File: src/rtl/uart_transmitter.sv
// Sends a 32-bit word as four UART frames, byte 0 first and each byte LSB first.
// Define UART_TX_PARITY_EN to insert an even-parity bit after each byte's data bits.
`timescale 1ns/1ps
module uart_transmitter #(
    parameter int unsigned CLKS_PER_BIT = 434
) (
    input  logic        clk,
    input  logic        rst,
    input  logic        TxD_start,
    input  logic [31:0] dataIn,
    output logic        dataOver,
    output logic [31:0] dataOut,
    output logic        txd,
    output logic        busy
);

    localparam int unsigned BAUD_W = $clog2(CLKS_PER_BIT);
    localparam logic [BAUD_W-1:0] BAUD_LAST = BAUD_W'(CLKS_PER_BIT - 1);

    localparam logic [2:0] ST_IDLE   = 3'd0;
    localparam logic [2:0] ST_START  = 3'd1;
    localparam logic [2:0] ST_DATA   = 3'd2;
    localparam logic [2:0] ST_STOP   = 3'd4;
    localparam logic [2:0] ST_DONE   = 3'd5;
`ifdef UART_TX_PARITY_EN
    localparam logic [2:0] ST_PARITY = 3'd3;
`endif

    logic [2:0]        r_state;
    logic [BAUD_W-1:0] r_baud;
    logic [2:0]        r_bit_idx;
    logic [1:0]        r_byte_idx;
    logic [31:0]       r_shift;
    logic [31:0]       r_word;
    logic [31:0]       r_data_out;
    logic              r_txd;

    logic [2:0]        w_state_d;
    logic [BAUD_W-1:0] w_baud_d;
    logic [2:0]        w_bit_d;
    logic [1:0]        w_byte_d;
    logic [31:0]       w_shift_d;
    logic [31:0]       w_word_d;
    logic [31:0]       w_data_out_d;
    logic              w_txd_d;
    logic              w_baud_last;

`ifdef UART_TX_PARITY_EN
    logic              r_parity;
    logic              w_parity_d;
`endif

    assign w_baud_last = (r_baud == BAUD_LAST);

    always_comb begin
        w_state_d    = r_state;
        w_baud_d     = r_baud;
        w_bit_d      = r_bit_idx;
        w_byte_d     = r_byte_idx;
        w_shift_d    = r_shift;
        w_word_d     = r_word;
        w_data_out_d = r_data_out;
`ifdef UART_TX_PARITY_EN
        w_parity_d   = r_parity;
`endif
        case (r_state)
            ST_IDLE: begin
                if (TxD_start) begin
                    w_shift_d = dataIn;
                    w_word_d  = dataIn;
                    w_byte_d  = 2'd0;
                    w_bit_d   = 3'd0;
                    w_baud_d  = '0;
                    w_state_d = ST_START;
                end
            end
            ST_START: begin
                w_baud_d = w_baud_last ? '0 : r_baud + 1'b1;
                if (w_baud_last) begin
                    w_state_d  = ST_DATA;
                    w_bit_d    = 3'd0;
`ifdef UART_TX_PARITY_EN
                    w_parity_d = 1'b0;
`endif
                end
            end
            ST_DATA: begin
                w_baud_d = w_baud_last ? '0 : r_baud + 1'b1;
                if (w_baud_last) begin
                    // The word shifts continuously, so the next byte lines up at bit 0.
                    w_shift_d  = {1'b0, r_shift[31:1]};
`ifdef UART_TX_PARITY_EN
                    w_parity_d = r_parity ^ r_shift[0];
`endif
                    if (r_bit_idx == 3'd7) begin
                        w_bit_d   = 3'd0;
`ifdef UART_TX_PARITY_EN
                        w_state_d = ST_PARITY;
`else
                        w_state_d = ST_STOP;
`endif
                    end else begin
                        w_bit_d = r_bit_idx + 3'd1;
                    end
                end
            end
`ifdef UART_TX_PARITY_EN
            ST_PARITY: begin
                w_baud_d = w_baud_last ? '0 : r_baud + 1'b1;
                if (w_baud_last) begin
                    w_state_d = ST_STOP;
                end
            end
`endif
            ST_STOP: begin
                w_baud_d = w_baud_last ? '0 : r_baud + 1'b1;
                if (w_baud_last) begin
                    if (r_byte_idx == 2'd3) begin
                        w_state_d = ST_DONE;
                    end else begin
                        w_byte_d  = r_byte_idx + 2'd1;
                        w_state_d = ST_START;
                    end
                end
            end
            ST_DONE: begin
                w_data_out_d = r_word;
                w_state_d    = ST_IDLE;
            end
            default: begin
                w_state_d = ST_IDLE;
            end
        endcase
    end

    // Line level is registered from the next state so the pin never glitches.
    always_comb begin
        case (w_state_d)
            ST_START:  w_txd_d = 1'b0;
            ST_DATA:   w_txd_d = w_shift_d[0];
`ifdef UART_TX_PARITY_EN
            ST_PARITY: w_txd_d = w_parity_d;
`endif
            default:   w_txd_d = 1'b1;
        endcase
    end

    always_ff @(posedge clk) begin
        if (rst) begin
            r_state    <= ST_IDLE;
            r_baud     <= '0;
            r_bit_idx  <= 3'd0;
            r_byte_idx <= 2'd0;
            r_shift    <= 32'd0;
            r_word     <= 32'd0;
            r_data_out <= 32'd0;
            r_txd      <= 1'b1;
`ifdef UART_TX_PARITY_EN
            r_parity   <= 1'b0;
`endif
        end else begin
            r_state    <= w_state_d;
            r_baud     <= w_baud_d;
            r_bit_idx  <= w_bit_d;
            r_byte_idx <= w_byte_d;
            r_shift    <= w_shift_d;
            r_word     <= w_word_d;
            r_data_out <= w_data_out_d;
            r_txd      <= w_txd_d;
`ifdef UART_TX_PARITY_EN
            r_parity   <= w_parity_d;
`endif
        end
    end

    assign txd      = r_txd;
    assign busy     = (r_state != ST_IDLE);
    assign dataOver = (r_state == ST_DONE);
    assign dataOut  = r_data_out;

endmodule

File: config.mk
export PLATFORM = sky130hd
export DESIGN_NAME = uart_transmitter
export DESIGN_NICKNAME = d
export VERILOG_FILES = /design/src/rtl/uart_transmitter.sv
export SDC_FILE = /design/constraint.sdc
export NUM_CORES = 1
export LEC_CHECK = 0
export ABC_AREA = 1
export CORE_ASPECT_RATIO = 1.4
export CORE_MARGIN = 1
export CORE_UTILIZATION = 53
export DETAILED_ROUTE_END_ITERATION = 10
export MAX_ROUTING_LAYER = met4
export PLACE_DENSITY = 0.79
export SYNTH_ARGS = -nofsm -noshare
export SYNTH_HDL_FRONTEND = slang
export SYNTH_SLANG_ARGS = --single-unit
File: constraint.sdc
create_clock -name clk -period 1.9 [get_ports clk]
set_clock_uncertainty 0.15 [all_clocks]
set_input_delay 0.285 -clock clk [delete_from_list [all_inputs] [get_ports clk]]
set_output_delay 0.285 -clock clk [all_outputs]
set_load 0.02 [all_outputs]
==> reports/results.txt, run 1 <==
TritonCTS clock tree: yes
Number of antenna diodes: 0
Maximum number of pins on one net before global-route repair: 37
Port-buffer cells: 69
Synthesized flop and latch total: 114
Start point of the worst min-delay path: rst
Switching share of power: 0.216
Average vias per placed instance: 5.32
Psw: 1.35 mW
Total number of vias: 4166
Placement Rows: 39
Clock Power Share: 0.509
Share of cell area taken by muxes after synthesis: 0
Clock transition at the registers of the reported paths: 0.05 ns
Total I/O pin count: 70
Arrival time reported for the critical path endpoint: 1.41 ns
Die Footprint: 8870 µm²
Cell-by-cell listing of the critical path: inv_1 > nand2_1 > nor2_2 > clkdlybuf4s15_1
Proportion of layout cells with a drive suffix above 1: 0.0881
Fraction of the mapped netlist area in compound gates: 0.177
Global-route wire length before repair: 18.1 mm
Clock Latency Late Sink: 0.41 ns
Placer Congestion: 0.860
Width of the die: 79.9 µm
Number of clock sinks: 114
First-pass iteration count of the detailed router: 5
Unrepaired setup endpoints after global routing: yes
Reg-to-Reg Start: r_state[1]
Clock buffer count from CTS: 17
Core box area: 8200 µm²
Critical path launch point: r_state[1]
Combinational family with the most area after synthesis: simple AND/OR/NAND/NOR gates
Y dimension of the die: 111 µm
Slew Limit Fails: 0
Ratio of total power to cell area: 1050 nW/µm²
Total DRC errors in the routed layout: 0
Total Power Consumption: 6.25 mW
Highest Clock Rate: 542 MHz
Wire length per cell: 13.9 µm
Synth Instances: 595
Synthesized-area fraction occupied by xor and xnor cells: 0.00389
Via count of the first global-routing pass: 4092
Post-synthesis cell area: 4500 µm²
Area growth, synth to finish: 31.6%
DRT iter0 DRCs: 263
Number of antenna violations at the first check in global routing: 0
Post-detailed-placement half-perimeter wirelength: 7.13 mm
Transition time at the pin with the least slew margin: 0.367 ns
Adder-cell share of the synthesized area: 0.0139
Part of the power in combinational logic: 0.079
Antenna violation net count after detailed routing: 0
Sum Neg Setup Slack: 0 ns
Fin nets: 710
Worst hold-check path type: in2reg
Startpoint type of the worst setup path: flip-flop
Fin crit share: 0.971
Number of hold violations in the final report: 0
Post-CTS setup buffer count: 0
Worst relative slew slack: 0.755
Result of the run: completed
Overflow left after global routing: 0
P_leak: 2.49 nW
Synthesized area per cell: 7.57 µm²
Data required time of the worst path: 1.46 ns
Maximum vdd ir drop: 0.000914 V
Largest fanout on the critical path: 4
Max-capacitance violation count: 0
Final count of negative-setup-slack endpoints: 0
Worst-path cell with the longest stage delay: sky130_fd_sc_hd__clkdlybuf4s15_1
Internal power summed over all cells: 4.90 mW
Number of nets in the synthesized netlist: 635
Hold buffer count at CTS: 0
H-tree level count: 4
Post-Synth Simple-Gate Area: 0.235
Nature of the critical path endpoint: output port
Warnings, synthesis: 0
Final critical path time including I/O delays and setup: 1.85 ns
Clock tree root buffer cell: sky130_fd_sc_hd__clkbuf_16
Critical Setup Path Class: reg2out
Count of cell types in the netlist: 27
Sequential share of the synthesized area: 0.507
Routed WL: 10.9 mm
CP peak stage delay: 0.38 ns
Effective utilization at floorplan: 0.549
Overall fraction of global-route tracks in use: 0.270
Bufs on Longest Clock Path: 2
Portion of total power attributed to sequential cells: 0.412
## placed cells by master, fill, tap and decap left out, types with 2 or more instances in the layout
| cell type | Yosys | routed |
|---|---|---|
| sky130_fd_sc_hd__nand3_1 | 17 | 17 |
| sky130_fd_sc_hd__nand2_1 | 130 | 130 |
| sky130_fd_sc_hd__inv_1 | 33 | 33 |
| sky130_fd_sc_hd__clkbuf_8 | 0 | 4 |
| sky130_fd_sc_hd__clkdlybuf4s50_1 | 0 | 66 |
| sky130_fd_sc_hd__a21boi_1 | 6 | 6 |
| sky130_fd_sc_hd__buf_4 | 5 | 15 |
| sky130_fd_sc_hd__clkbuf_1 | 17 | 4 |
| sky130_fd_sc_hd__clkbuf_16 | 0 | 17 |
| sky130_fd_sc_hd__inv_2 | 5 | 3 |
| sky130_fd_sc_hd__o21ai_1 | 7 | 6 |
| sky130_fd_sc_hd__nor2_1 | 96 | 96 |
| sky130_fd_sc_hd__clkinv_2 | 0 | 2 |
| sky130_fd_sc_hd__ha_1 | 5 | 5 |
| sky130_fd_sc_hd__o21ai_0 | 41 | 41 |
| sky130_fd_sc_hd__nor2_2 | 5 | 4 |
| sky130_fd_sc_hd__a21oi_1 | 80 | 80 |
| sky130_fd_sc_hd__dfxtp_1 | 114 | 114 |
| sky130_fd_sc_hd__nand4_1 | 4 | 4 |
| sky130_fd_sc_hd__nand3_2 | 3 | 2 |
| sky130_fd_sc_hd__a21boi_0 | 12 | 12 |
| sky130_fd_sc_hd__bufinv_16 | 0 | 3 |
| sky130_fd_sc_hd__nor2_4 | 1 | 2 |
## logic make-up after synthesis
family / after synthesis
and+or+nand+nor: 258
AOI/OAI and AO/OA: 149
DFF: 114
buffers and inverters: 67
adders and majority gates: 5
xor gates and xnor gates: 2
## critical path: cells and delay by family (launching register included)
kind,cells,cell delay (ns)
buffers and inverters,2,0.49
flip-flops,1,0.30
AND/OR/NAND/NOR,2,0.21
## Yosys cell counts (all sizes together)
cell      n  share of area
ha        5          0.014
nand3    20          0.026
nand2   131           0.11
clkbuf   17          0.014
xor2      1         0.0019
xnor2     1         0.0019
inv      38          0.032
a21oi    80          0.089
o21ai    48          0.053
nand4     5          0.010
a31oi     1         0.0014
o21bai    1         0.0017
dfxtp   114           0.51
o211ai    1         0.0017
a21boi   18          0.030
buf      12          0.018
nor2    102          0.089
## area by class of cell
cell class | count | area, µm²
Sequential cell | 114 | 2280
Fill cell | 649 | 2270
Multi-Input combinational cell | 414 | 1950
Timing Repair Buffer | 85 | 817
Clock buffer | 25 | 495
Inverter | 38 | 150
Tap cell | 102 | 128
Clock inverter | 5 | 100
## flip-flops by register name, summed over array words and instances, names as in the netlist
register	count
txd	1
r_baud	9
r_bit_idx	3
dataOut	32
r_state	3
r_shift	32
r_byte_idx	2
r_word	32
## per-layer routing
metal / GRT usage / up-vias / wire length (µm)
met5: - / - / 0
met4: 0.120 / 0 / 269
met3: 0.0765 / 23 / 467
met2: 0.452 / 113 / 5690
met1: 0.292 / 1948 / 4430
li1: - / 2082 / -
## final timing paths
check,end,slack (ns),cells past startpoint
worst max-delay path,dataOver,0.05,4
worst min-delay path,r_baud[8],0.10,2
worst max register to register,dataOut[25],0.14,8
worst min register to register,r_shift[5],0.31,2
## what timing repair did
action                     4_1_cts  5_1_grt
setup endpoints to repair        3       37
gates resized for setup          2        9
gates cloned                     0        0
## power by group through the flow
stage	registers, mW	clock network (mW)	logic (mW)
2_1_floorplan	2.60	0	0.311
3_3_place_gp	2.61	0	0.465
3_5_place_dp	2.62	0	0.484
4_1_cts	2.57	3.21	0.489
5_1_grt	2.58	3.32	0.551
6_report	2.57	3.18	0.494
## metrics by stage
step	cells	cell area (µm²)	hold WS (ns)	util	worst slack, ns
floorplan	595	4500	0.289	-	0.317
global placement	753	5310	0.300	0.647	0.118
detailed placement	753	5310	0.304	0.647	0.0367
CTS	783	5900	0.0988	0.720	-0.00509
global route	783	5920	0.116	0.723	-0.0347
finish	783	5920	0.104	0.723	0.0548
No activity file was read; power rests on OpenSTA's default activity.
==> inputs of run 2 (changes only) <==
--- a/config.mk
+++ b/config.mk
@@ -8,10 +8,9 @@
 export ABC_AREA = 1
 export CORE_ASPECT_RATIO = 1.4
 export CORE_MARGIN = 1
-export CORE_UTILIZATION = 53
+export CORE_UTILIZATION = 30
 export DETAILED_ROUTE_END_ITERATION = 10
 export MAX_ROUTING_LAYER = met4
-export PLACE_DENSITY = 0.79
 export SYNTH_ARGS = -nofsm -noshare
 export SYNTH_HDL_FRONTEND = slang
 export SYNTH_SLANG_ARGS = --single-unit
==> reports/results.txt, run 2 (synthesis results as in run 1) <==
Antenna violation net count after detailed routing: 0 (unchanged)
H-tree level count: 4 (unchanged)
Most common cell after layout, fill and taps aside: sky130_fd_sc_hd__nand2_1 (unchanged)
TritonCTS clock tree: yes (unchanged)
Worst r2r dst: txd (was dataOut[25])
Port-buffer cells: 69 (unchanged)
Worst Hold Depth: 3 (was 2)
Maximum number of pins on one net before global-route repair: 74 (was 37)
Largest fanout on the critical path: 10 (was 4)
Final count of negative-setup-slack endpoints: 0 (unchanged)
Path depth of the worst reg2reg path: 8 (unchanged)
Post-place instance area: 5440 µm² (was 5310 µm²)
Number of antenna violations at the first check in global routing: 0 (unchanged)
Ratio of total power to cell area: 1010 nW/µm² (was 1050 nW/µm²)
Core box area: 14600 µm² (was 8200 µm²)
DRT iter0 DRCs: 230 (was 263)
Unrepaired setup endpoints after global routing: yes (unchanged)
Worst hold-check path type: in2reg (unchanged)
Placer Congestion: 0.778 (was 0.860)
First-pass iteration count of the detailed router: 5 (unchanged)
P_leak: 2.47 nW (was 2.49 nW)
Total number of vias: 4060 (was 4166)
Result of the run: completed (unchanged)
Core occupancy in the finished layout: 0.413 (was 0.723)
Worst relative slew slack: 0.787 (was 0.755)
Transition time at the pin with the least slew margin: 0.320 ns (was 0.367 ns)
Post-CTS setup buffer count: 0 (unchanged)
Fin crit share: 0.962 (was 0.971)
Number of clock sinks: 114 (unchanged)
Post-detailed-placement half-perimeter wirelength: 7.88 mm (was 7.13 mm)
Fin nets: 711 (was 710)
Hold Path End: r_state[2] (was r_baud[8])
Max-capacitance violation count: 0 (unchanged)
Critical Setup Path Class: reg2reg (was reg2out)
Y dimension of the die: 147 µm (was 111 µm)
Width of the die: 106 µm (was 79.9 µm)
Maximum vdd ir drop: 0.000451 V (was 0.000914 V)
# placed instances: 841 (was 753)
Reg-to-Reg Start: r_baud[0] (was r_state[1])
Slew Limit Fails: 0 (unchanged)
Total Power Consumption: 6.07 mW (was 6.25 mW)
Proportion of layout cells with a drive suffix above 1: 0.101 (was 0.0881)
Startpoint type of the worst setup path: flip-flop (unchanged)
Data required time of the worst path: 2.05 ns (was 1.46 ns)
Bufs on Longest Clock Path: 2 (unchanged)
Via count of the first global-routing pass: 4124 (was 4092)
Post-route cell area: 6020 µm² (was 5920 µm²)
Final critical path time including I/O delays and setup: 1.83 ns (was 1.85 ns)
Clock transition at the registers of the reported paths: 0.05 ns (about the same)
Overflow left after global routing: 0 (unchanged)
Non-filler cells, final: 873 (was 783)
FILL cells: 1507 (was 649)
Multi-input gate area: 1950 µm² (about the same)
Most used cells in the layout excluding fill and tap cells: sky130_fd_sc_hd__nand2_1, sky130_fd_sc_hd__dfxtp_1, sky130_fd_sc_hd__nor2_1 (unchanged)
Seq. cell area: 2280 µm² (about the same)
Nature of the critical path endpoint: flip-flop (was output port)
Wire length per cell: 12.9 µm (was 13.9 µm)
Overall fraction of global-route tracks in use: 0.159 (was 0.270)
Number of antenna diodes: 0 (unchanged)
Sum Neg Setup Slack: 0 ns (unchanged)
Hold buffer count at CTS: 0 (unchanged)
Highest Clock Rate: 547 MHz (was 542 MHz)
Clock tree root buffer cell: sky130_fd_sc_hd__clkbuf_16 (unchanged)
Critical path launch point: r_baud[0] (was r_state[1])
Number of hold violations in the final report: 0 (unchanged)
Effective utilization at floorplan: 0.309 (was 0.549)
Start point of the worst min-delay path: rst (unchanged)
Average vias per placed instance: 4.65 (was 5.32)
Arrival time reported for the critical path endpoint: 1.98 ns (was 1.41 ns)
Flop-to-flop setup slack: 0.07 ns (was 0.14 ns)
Area growth, synth to finish: 33.8% (was 31.6%)
Routed WL: 11.2 mm (was 10.9 mm)
Placement Rows: 52 (was 39)
Clock Latency Late Sink: 0.41 ns (about the same)
Total DRC errors in the routed layout: 0 (unchanged)
Total I/O pin count: 70 (unchanged)
Clock buffer count from CTS: 17 (unchanged)
Global-route wire length before repair: 18.9 mm (was 18.1 mm)
Die Footprint: 15500 µm² (was 8870 µm²)
run 2: cell count changes in the layout (fill, tap and decap cells not counted):
cell                              delta
sky130_fd_sc_hd__dfxtp_1             -1
sky130_fd_sc_hd__dfxtp_2             +1
sky130_fd_sc_hd__nor2_2              +1
sky130_fd_sc_hd__bufinv_16           -2
sky130_fd_sc_hd__clkinvlp_4          +4
sky130_fd_sc_hd__buf_12              +1
sky130_fd_sc_hd__inv_6               +2
sky130_fd_sc_hd__inv_4               +1
sky130_fd_sc_hd__clkdlybuf4s15_2     +1
sky130_fd_sc_hd__clkinv_4            +4
sky130_fd_sc_hd__clkbuf_1            -4
sky130_fd_sc_hd__clkdlybuf4s15_1     -1
sky130_fd_sc_hd__clkbuf_8            -3
sky130_fd_sc_hd__nor2_4              -1
run 2: power by group:
part | switching, mW | total, mW | internal [mW]
Clock | 1.17 | 3.02 | 1.84
Sequential | 0.0636 | 2.57 | 2.50
Combinational | 0.272 | 0.484 | 0.212
run 2: critical path, cell delays in order (launching register included):
cell	delay, ns
sky130_fd_sc_hd__dfxtp_1	0.40
sky130_fd_sc_hd__ha_1	0.17
sky130_fd_sc_hd__nand2_1	0.06
sky130_fd_sc_hd__nor2_2	0.19
sky130_fd_sc_hd__nand2_2	0.19
sky130_fd_sc_hd__o21ai_0	0.23
sky130_fd_sc_hd__o21ai_0	0.15
sky130_fd_sc_hd__nor2_1	0.11
sky130_fd_sc_hd__nand2_1	0.05
run 2: layer usage:
metal  vias up  GRT usage  share of wire
li1       2092          -              -
met1      1864      0.172           0.43
met2        82      0.272           0.51
met3        22     0.0439          0.037
met4         0     0.0694          0.023
met5         -          -              0
run 2: layout make-up:
class	instances	area share
clock inverter	14	0.0218
inverter	38	0.0245
sequential	114	0.379
multi-input combinational	414	0.323
tap	189	0.0393
clock buffer	18	0.0729
timing repair buffer	86	0.139
run 2: how the worst max path moves through the flow:
| stage | to | cells past startpoint |
|---|---|---|
| floorplan | r_shift[18] | 9 |
| global placement | r_shift[2] | 7 |
| detailed placement | r_byte_idx[0] | 7 |
| CTS | dataOver | 3 |
| global route | txd | 8 |
| finish | txd | 8 |
run 2: through the flow:
stage | setup WS, ns | hold WS [ns]
finish | 0.0722 | 0.216
global route | -0.0139 | 0.230
CTS | 0.0201 | 0.221
detailed placement | 0.0173 | 0.306
global placement | 0.0416 | 0.301
floorplan | 0.317 | 0.289
run 2: timing repair:
action,4_1_cts,5_1_grt
resized for setup,4,7
gates cloned,0,0
endpoints found under the setup margin,2,36
==> inputs of run 3 (changes only) <==
==> constraint.sdc (replaced) <==
create_clock -name clk -period 1.9 [get_ports clk]
set_clock_uncertainty 0.15 [all_clocks]
set_input_delay 0.285 -clock clk [delete_from_list [all_inputs] [get_ports clk]]
set_output_delay 0.285 -clock clk [all_outputs]
set_load 0.01 [all_outputs]
==> reports/results.txt, run 3 (synthesis results as in run 1) <==
Die Footprint: 15500 µm² (unchanged)
Clock tree root buffer cell: sky130_fd_sc_hd__clkbuf_16 (unchanged)
Critical Setup Path Class: reg2out (was reg2reg)
Path depth of the worst reg2reg path: 7 (was 8)
Port-buffer cells: 69 (unchanged)
Global-route wire length before repair: 19.1 mm (was 18.9 mm)
Reg-to-Reg Start: r_baud[0] (unchanged)
Width of the die: 106 µm (unchanged)
Average vias per placed instance: 4.67 (was 4.65)
H-tree level count: 4 (unchanged)
Most used cells in the layout excluding fill and tap cells: sky130_fd_sc_hd__nand2_1, sky130_fd_sc_hd__dfxtp_1, sky130_fd_sc_hd__nor2_1 (unchanged)
Number of hold violations in the final report: 0 (unchanged)
Wire length per cell: 13.2 µm (was 12.9 µm)
Post-detailed-placement half-perimeter wirelength: 7.99 mm (was 7.88 mm)
Result of the run: completed (unchanged)
Via count of the first global-routing pass: 4136 (was 4124)
Total DRC errors in the routed layout: 0 (unchanged)
Nature of the critical path endpoint: output port (was flip-flop)
Final count of negative-setup-slack endpoints: 0 (unchanged)
Number of antenna violations at the first check in global routing: 0 (unchanged)
Sum Neg Setup Slack: 0 ns (unchanged)
Slew Limit Fails: 0 (unchanged)
Hold Path End: r_state[0] (was r_state[2])
Bufs on Longest Clock Path: 2 (unchanged)
Setup Slack @ Placement: 0.0293 ns (was 0.0173 ns)
Total number of vias: 4068 (was 4060)
Largest fanout on the critical path: 6 (was 10)
Final critical path time including I/O delays and setup: 1.80 ns (was 1.83 ns)
Placer Congestion: 0.774 (was 0.778)
Final worst hold slack: 0.222 ns (was 0.216 ns)
Flop-to-flop setup slack: 0.20 ns (was 0.07 ns)
Arrival time reported for the critical path endpoint: 1.37 ns (was 1.98 ns)
Y dimension of the die: 147 µm (unchanged)
Startpoint type of the worst setup path: flip-flop (unchanged)
Data required time of the worst path: 1.46 ns (was 2.05 ns)
Ratio of total power to cell area: 1060 nW/µm² (was 1010 nW/µm²)
Worst-path cell with the longest stage delay: sky130_fd_sc_hd__dfxtp_2 (was sky130_fd_sc_hd__dfxtp_1)
Maximum vdd ir drop: 0.000510 V (was 0.000451 V)
Core box area: 14600 µm² (unchanged)
Cell-by-cell listing of the critical path: nor2_2 > nand2_1 > dlygate4sd2_1 (was ha_1 > nand2_1 > nor2_2 > nand2_2 > o21ai_0 > o21ai_0 > nor2_1 > nand2_1)
TritonCTS clock tree: yes (unchanged)
Clock transition at the registers of the reported paths: 0.05 ns (about the same)
Max-capacitance violation count: 0 (unchanged)
DRT iter0 DRCs: 196 (was 230)
First-pass iteration count of the detailed router: 4 (was 5)
Worst hold-check path type: in2reg (unchanged)
Most common cell after layout, fill and taps aside: sky130_fd_sc_hd__nand2_1 (unchanged)
Count of buffer and inverter cells on the critical path: 1 (was 0)
Number of clock sinks: 114 (unchanged)
P_leak: 2.52 nW (was 2.47 nW)
Maximum number of pins on one net before global-route repair: 74 (unchanged)
Transition time at the pin with the least slew margin: 0.317 ns (was 0.320 ns)
Family with the most delay on the worst path: flip-flops (was simple AND/OR/NAND/NOR gates)
Clock Latency Late Sink: 0.42 ns (was 0.41 ns)
Total Power Consumption: 6.45 mW (was 6.07 mW)
Overflow left after global routing: 0 (unchanged)
Fin crit share: 0.949 (was 0.962)
Proportion of layout cells with a drive suffix above 1: 0.101 (about the same)
Worst r2r dst: r_shift[2] (was txd)
Routed WL: 11.5 mm (was 11.2 mm)
Worst relative slew slack: 0.789 (was 0.787)
Clock buffer count from CTS: 17 (unchanged)
CP peak stage delay: 0.35 ns (was 0.40 ns)
Worst path setup slack after routing: 0.0961 ns (was 0.0722 ns)
Worst Hold Depth: 3 (unchanged)
Antenna violation net count after detailed routing: 0 (unchanged)
Total I/O pin count: 70 (unchanged)
Overall fraction of global-route tracks in use: 0.163 (was 0.159)
Number of antenna diodes: 0 (unchanged)
Area growth, synth to finish: 35.3% (was 33.8%)
Start point of the worst min-delay path: rst (unchanged)
Effective utilization at floorplan: 0.309 (unchanged)
Highest Clock Rate: 554 MHz (was 547 MHz)
Placement Rows: 52 (unchanged)
Fin nets: 709 (was 711)
[run 3: cell types whose count changed in the layout (fill, tap and decap cells not counted), moves of 2 or more]
cell,change
sky130_fd_sc_hd__o21ai_0,-2
sky130_fd_sc_hd__buf_4,-2
sky130_fd_sc_hd__nor2_2,-2
sky130_fd_sc_hd__bufinv_16,+3
sky130_fd_sc_hd__o21ai_1,+2
sky130_fd_sc_hd__nor2_4,+2
sky130_fd_sc_hd__clkinv_4,-3
[run 3: report_power, final]
group / internal [mW] / switching (mW)
Clock: 2.26 / 1.13
Combinational: 0.214 / 0.278
Sequential: 2.51 / 0.0649
[run 3: how the worst max path moves through the flow]
stage	endpoint	slack [ns]	from	depth (start not counted)
floorplan	r_shift[18]	0.32	r_baud[0]	9
global placement	r_shift[2]	0.05	TxD_start	7
detailed placement	r_byte_idx[0]	0.03	TxD_start	7
CTS	r_shift[29]	0.02	r_baud[1]	9
global route	dataOver	-0.0006	r_state[1]	4
finish	busy	0.1	r_state[0]	3
[run 3: worst min-delay path, cell delays in order]
cell and delay (ns):
sky130_fd_sc_hd__buf_2 0.12, sky130_fd_sc_hd__buf_12 0.20, sky130_fd_sc_hd__nor2_1 0.12
[run 3: repair_timing]
action                                  4_1_cts  5_1_grt
endpoints found under the setup margin        2       37
hold buffers                                  0        0
setup buffers                                 0        0
endpoints found under the hold margin         0        0
gates resized for setup                       4       14
[run 3: cell type report]
class / instances / area (µm²)
timing repair buffer: 84 / 821
tap: 189 / 236
multi-input combinational: 414 / 1960
clock inverter: 13 / 183
inverter: 38 / 150
sequential: 114 / 2280
fill: 1501 / 8480
clock buffer: 19 / 453
[run 3: through the flow]
step | utilization | std cells | area (µm²)
after CTS | 0.416 | 871 | 6060
after global placement | 0.372 | 839 | 5420
after detailed placement | 0.372 | 839 | 5420
after global routing | 0.418 | 871 | 6090
final | 0.418 | 871 | 6090
after floorplan | - | 595 | 4500
[run 3: metal layers]
metal / wire (µm) / track usage
met5: 0 / -
met3: 481 / 0.0350
met1: 4840 / 0.174
met2: 5910 / 0.279
met4: 248 / 0.0875
